===== src/rtl/cnu_pkg.sv =====
// Shared types for the check node unit: default widths and the compressed
// check-node record passed from the min-finder to the message generator.
package cnu_pkg;

    localparam int DATA_W = 9;
    localparam int D      = 7;
    localparam int MSG_W  = DATA_W + 1;

    typedef struct packed {
        logic [DATA_W-1:0] min;
        logic [DATA_W-1:0] min2;
        logic [D-1:0]      min_idx;
        logic [D-1:0]      sign_in;
        logic              parity;
    } cnu_rec_t;

endpackage


===== src/rtl/cnu_rec_fifo.sv =====
// Synchronous record FIFO with wrap-around pointers and an occupancy count.
// Pushes while full and pops while empty are ignored.
module cnu_rec_fifo
    import cnu_pkg::*;
#(
    parameter type rec_t = cnu_rec_t,
    parameter int  DEPTH = 2,
    localparam int PW    = (DEPTH > 1) ? $clog2(DEPTH) : 1,
    localparam int CW    = $clog2(DEPTH + 1)
) (
    input  logic          clk,
    input  logic          rst,
    input  logic          i_push,
    input  rec_t          i_data,
    input  logic          i_pop,
    output rec_t          o_data,
    output logic          o_empty,
    output logic [CW-1:0] o_count
);

    rec_t          r_mem [DEPTH];
    logic [PW-1:0] r_wr_ptr;
    logic [PW-1:0] r_rd_ptr;
    logic [CW-1:0] r_count;
    logic          w_full;
    logic          w_push;
    logic          w_pop;

    assign w_full  = (r_count == CW'(DEPTH));
    assign o_empty = (r_count == '0);
    assign w_push  = i_push && !w_full;
    assign w_pop   = i_pop && !o_empty;
    assign o_data  = r_mem[r_rd_ptr];
    assign o_count = r_count;

    always_ff @(posedge clk) begin
        if (w_push) begin
            r_mem[r_wr_ptr] <= i_data;
        end
    end

    always_ff @(posedge clk) begin
        if (rst) begin
            r_wr_ptr <= '0;
            r_rd_ptr <= '0;
            r_count  <= '0;
        end else begin
            if (w_push) begin
                r_wr_ptr <= (r_wr_ptr == PW'(DEPTH - 1)) ? '0 : r_wr_ptr + PW'(1);
            end
            if (w_pop) begin
                r_rd_ptr <= (r_rd_ptr == PW'(DEPTH - 1)) ? '0 : r_rd_ptr + PW'(1);
            end
            case ({w_push, w_pop})
                2'b10:   r_count <= r_count + CW'(1);
                2'b01:   r_count <= r_count - CW'(1);
                default: r_count <= r_count;
            endcase
        end
    end

endmodule


===== src/rtl/cnu_msg_gen.sv =====
// Expands compressed check-node records into D sign-magnitude messages plus parity.
// Define CNU_OFFSET_EN to enable offset-min-sum with saturation at zero.
module cnu_msg_gen
    import cnu_pkg::*;
#(
    parameter int data_w = cnu_pkg::DATA_W,
    parameter int D      = cnu_pkg::D,
    parameter int DEPTH  = 2
) (
    input  logic                    clk,
    input  logic                    rst,
    input  logic                    in_valid,
    output logic                    in_ready,
    input  logic [data_w-1:0]       min,
    input  logic [data_w-1:0]       min2,
    input  logic [D-1:0]            min_idx,
    input  logic [D-1:0]            sign_in,
    input  logic [data_w-1:0]       offset,
    output logic                    out_valid,
    input  logic                    out_ready,
    output logic [(data_w+1)*D-1:0] msg_out,
    output logic                    out_parity
);

    localparam int EDGE_W = data_w + 1;
    localparam int CW     = $clog2(DEPTH + 1);

    typedef struct packed {
        logic [data_w-1:0] min;
        logic [data_w-1:0] min2;
        logic [D-1:0]      min_idx;
        logic [D-1:0]      sign_in;
        logic              parity;
    } rec_t;

`ifdef CNU_OFFSET_EN
    function automatic logic [data_w-1:0] sat_sub(input logic [data_w-1:0] mag,
                                                  input logic [data_w-1:0] off);
        return (mag > off) ? (mag - off) : '0;
    endfunction
`else
    logic w_offset_unused;
    assign w_offset_unused = ^offset;
`endif

    rec_t                 w_rec_in;
    rec_t                 w_head;
    logic                 w_empty;
    logic [CW-1:0]        w_count;
    logic                 w_push;
    logic                 w_pop;
    logic [EDGE_W*D-1:0]  w_msg;

    logic                 r_vld_p1;
    logic [EDGE_W*D-1:0]  r_msg_p1;
    logic                 r_par_p1;

    assign in_ready = (32'(w_count) < DEPTH) && !rst;
    assign w_push   = in_valid && in_ready;
    assign w_pop    = !w_empty && (!r_vld_p1 || out_ready);

    assign w_rec_in = '{min: min, min2: min2, min_idx: min_idx,
                        sign_in: sign_in, parity: ^sign_in};

    cnu_rec_fifo #(
        .rec_t (rec_t),
        .DEPTH (DEPTH)
    ) u_fifo (
        .clk     (clk),
        .rst     (rst),
        .i_push  (w_push),
        .i_data  (w_rec_in),
        .i_pop   (w_pop),
        .o_data  (w_head),
        .o_empty (w_empty),
        .o_count (w_count)
    );

    // Stage p0: per-edge expansion of the FIFO head record
    always_comb begin
        logic [data_w-1:0] v_mag;
        logic              v_sgn;
        w_msg = '0;
        for (int i = 0; i < D; i++) begin
            v_mag = w_head.min_idx[i] ? w_head.min2 : w_head.min;
`ifdef CNU_OFFSET_EN
            v_mag = sat_sub(v_mag, offset);
`endif
            // a zero magnitude is always emitted as positive zero
            v_sgn = (v_mag == '0) ? 1'b0 : (w_head.parity ^ w_head.sign_in[i]);
            w_msg[i*EDGE_W +: EDGE_W] = {v_sgn, v_mag};
        end
    end

    // Stage p1: output register, held while the consumer stalls
    always_ff @(posedge clk) begin
        if (rst) begin
            r_vld_p1 <= 1'b0;
            r_msg_p1 <= '0;
            r_par_p1 <= 1'b0;
        end else if (w_pop) begin
            r_vld_p1 <= 1'b1;
            r_msg_p1 <= w_msg;
            r_par_p1 <= w_head.parity;
        end else if (out_ready) begin
            r_vld_p1 <= 1'b0;
        end
    end

    assign out_valid  = r_vld_p1;
    assign msg_out    = r_msg_p1;
    assign out_parity = r_par_p1;

endmodule


===== config.mk =====
export PLATFORM = sky130hd
export DESIGN_NAME = cnu_msg_gen
export DESIGN_NICKNAME = d
export VERILOG_FILES = /design/src/rtl/cnu_pkg.sv /design/src/rtl/cnu_rec_fifo.sv /design/src/rtl/cnu_msg_gen.sv
export SDC_FILE = /design/constraint.sdc
export NUM_CORES = 1
export LEC_CHECK = 0
export ABC_AREA = 1
export CORE_ASPECT_RATIO = 1.5
export CORE_MARGIN = 4
export CORE_UTILIZATION = 53
export CTS_BUF_LIST = sky130_fd_sc_hd__clkbuf_16
export DETAILED_ROUTE_END_ITERATION = 7
export GPL_ROUTABILITY_DRIVEN = 0
export PLACE_DENSITY = 0.9
export SLEW_MARGIN = 5
export SYNTH_ARGS = -nofsm -noshare
export SYNTH_HDL_FRONTEND = slang
export SYNTH_SLANG_ARGS = --single-unit

===== constraint.sdc =====
create_clock -name clk -period 3.2 [get_ports clk]
set_input_delay 0.32 -clock clk [delete_from_list [all_inputs] [get_ports clk]]
set_output_delay 0.32 -clock clk [all_outputs]
set_load 0.02 [all_outputs]

==> impl_metrics.tcl <==
set metrics [dict create \
    fp.dieH_um 145 \
    p_int_uw 5270 \
    cts_buffers 17 \
    cp.buffers_inverters 1 \
    crit_chain "inv_2, nand2_1, nand2_1, nand2_1, nand2_1, nand2_1, nor2_1, nand3_1, nand2_1, a21oi_1" \
    setup_viol 0 \
    power.share.clock 0.216 \
    overflow 0 \
    power_leakage_uw 0.00394 \
    relSlewSlack 0.529 \
    synth_warnings 0 \
    p_sw_frac 0.427 \
    start_util 0.550 \
    ctsHoldBuffers 0 \
    synth_ff_type "dfxtp_1" \
    hold_path.class "reg2reg" \
    ir_drop_v 0.000679 \
    design_area_sq_mm 0.00840 \
    vias 5916 \
    ys_types 27 \
    nNetsFinal 1009 \
    avgSynthCellArea_sq_um 7.68 \
    ant_nets 0 \
    grt_max_degree 120 \
    via_per_inst 5.24 \
    crit_arrival_ns 2.65 \
    power.density_mw_per_mm2 1090 \
    clock_path_buffers 2 \
    critPathTopFamily "simple AND/OR/NAND/NOR gates" \
    syn_to_final_growth_pct 25.8 \
    whs_ns 0.468 \
    post_cts_buffers 0 \
    drtIter0Drc 585 \
    antenna_found_initial 1 \
    hold_violations 0 \
    wire_per_inst_um 15.0 \
    die_width_um 99.6 \
    netSwitchingPower_uw 3920 \
    critPathLaunchType "flop" \
    io_buffers 108 \
    end_kind "flop" \
    fmax_mhz 427 \
    grt_pass1_wl_um 27000 \
    critPathMaxStageDelay_ns 0.48 \
    clkSinkCount 143 \
    cts-root-buf "clkbuf_16" \
    drive_above_1_share 0.0574 \
    max_cap_violations 0 \
    status "completed" \
    crit_required_ns 3.51 \
    yosysSeqAreaShare 0.528 \
    rows 49 \
    synth-seq-cells 143 \
    seqPwrFrac 0.297 \
    syn_inst 869 \
    num_io_pins 118 \
    fin_crit_sh 0.733 \
    placed_area_sq_mm 0.00780 \
    core-area_sq_mm 0.0121 \
    path_clk_slew_ns 0.06 \
    synth_area_sq_mm 0.00667 \
    cp_max_fo 38 \
    final-max-slew-violation-count 0 \
    rsz0062_at_grt "false" \
    worst_path_most_repeated_cell "nand2_1" \
    cpMaxStageDelayCell "inv_2" \
    synth_edf_count 66 \
    clock_latency_ns 0.43 \
    comb_power_share 0.486 \
    cts_resized 0 \
    synth.net_count 915 \
    fill_cells 890 \
    tightest_slew_ns 0.702 \
    h-tree-depth 4 \
    cts_tree "built" \
    post-route-drc-count 0 \
    dr.pass1.iters 5 \
    crit_type "reg2reg" \
    final.min_clock_period_ns 2.34 \
    tns_ns 0 \
    skew_ns 0.00789 \
    grtUsageTotal 0.238 \
    postRouteWirelength_um 17000 \
    grt_pass1_vias 5636 \
    async_reset_ff_frac 0 \
    dieArea_sq_mm 0.0145 \
    place_hpwl_um 11300 \
]
## per-stage QoR
step / cells / power, uW / utilization / setup WS (ns)
after CTS: 1129 / 9160 / 0.692 / 1.00
after floorplan: 869 / 5660 / - / 0.335
after global placement: 1097 / 7000 / 0.642 / 1.04
final: 1130 / 9180 / 0.692 / 0.856
after detailed placement: 1097 / 7140 / 0.642 / 0.966
after global routing: 1130 / 9780 / 0.692 / 0.775
## final cells by class
| type | count | area, sq um | area share |
|---|---|---|---|
| diodes | 1 | 2.50 | 0.000298 |
| clock buffers | 17 | 425 | 0.0507 |
| clock inverters | 15 | 171 | 0.0204 |
| inverters | 121 | 454 | 0.0541 |
| multi-input cells | 566 | 2490 | 0.297 |
| flip-flops and latches | 143 | 3520 | 0.420 |
| well taps | 153 | 191 | 0.0228 |
| repair buffers | 114 | 1140 | 0.136 |
## cell families after synthesis
group	synth area share
compound gates	0.0951
xor+xnor	0.0105
fa+ha+maj	0.00187
buf+inv	0.101
flops	0.528
mux	0.00150
simple gates	0.262
## placed cells by master (no fill, tap or decap), drive strengths merged, types with 9 or more instances in the layout
master and instances:
a21oi 13, clkbuf 17, clkdlybuf4s50 108, clkinv 9, dfxtp 77, edfxtp 66, inv 121, nand2 356
nand3 10, nor2 84, o211ai 42, o21ai 47
## layer usage
metal,track usage,share of wire,vias to the layer above
li1,-,-,2899
met1,0.257,0.36,2682
met2,0.407,0.51,271
met3,0.0576,0.073,64
met4,0.158,0.060,0
met5,0,0,-
## power by group through the flow
| stage | logic (uW) | registers [uW] | clock network (uW) |
|---|---|---|---|
| after floorplan | 2410 | 3250 | 0 |
| after global placement | 4260 | 2750 | 0 |
| after detailed placement | 4380 | 2750 | 0 |
| after CTS | 4440 | 2730 | 2000 |
| after global routing | 4900 | 2790 | 2090 |
| final | 4470 | 2730 | 1990 |
## sequential cells by signal, indices dropped and copies added (netlist names), named ones only
| signal | flops |
|---|---|
| out_parity | 1 |
| msg_out | 70 |
| u_fifo.r_mem | 66 |
| out_valid | 1 |
| u_fifo.o_count | 2 |
| u_fifo.r_wr_ptr | 1 |
| u_fifo.r_rd_ptr | 1 |
## cells in the mapped netlist, drive strengths merged (2+ instances only)
cell type | count | area [sq um]
nor2 | 84 | 315
clkbuf | 8 | 30.0
a21oi | 13 | 65.1
edfxtp | 66 | 1980
dfxtp | 77 | 1540
clkinv | 2 | 7.51
o21ai | 47 | 246
inv | 119 | 447
nand3 | 10 | 50.1
buf | 31 | 191
nand2 | 356 | 1360
xnor2 | 7 | 61.3
o211ai | 42 | 315
## final timing paths
check | from | to | slack [ns] | cells past startpoint
min | u_fifo.r_rd_ptr$_SDFFE_PP0P_ | flop | 0.47 | 1
max | flop | msg_out[9]$_SDFFE_PP0P_ | 0.86 | 10
min reg2reg | u_fifo.r_rd_ptr$_SDFFE_PP0P_ | flop | 0.47 | 1
max reg2reg | flop | msg_out[9]$_SDFFE_PP0P_ | 0.86 | 10
Note: power is estimated with default switching activity, not from simulation.
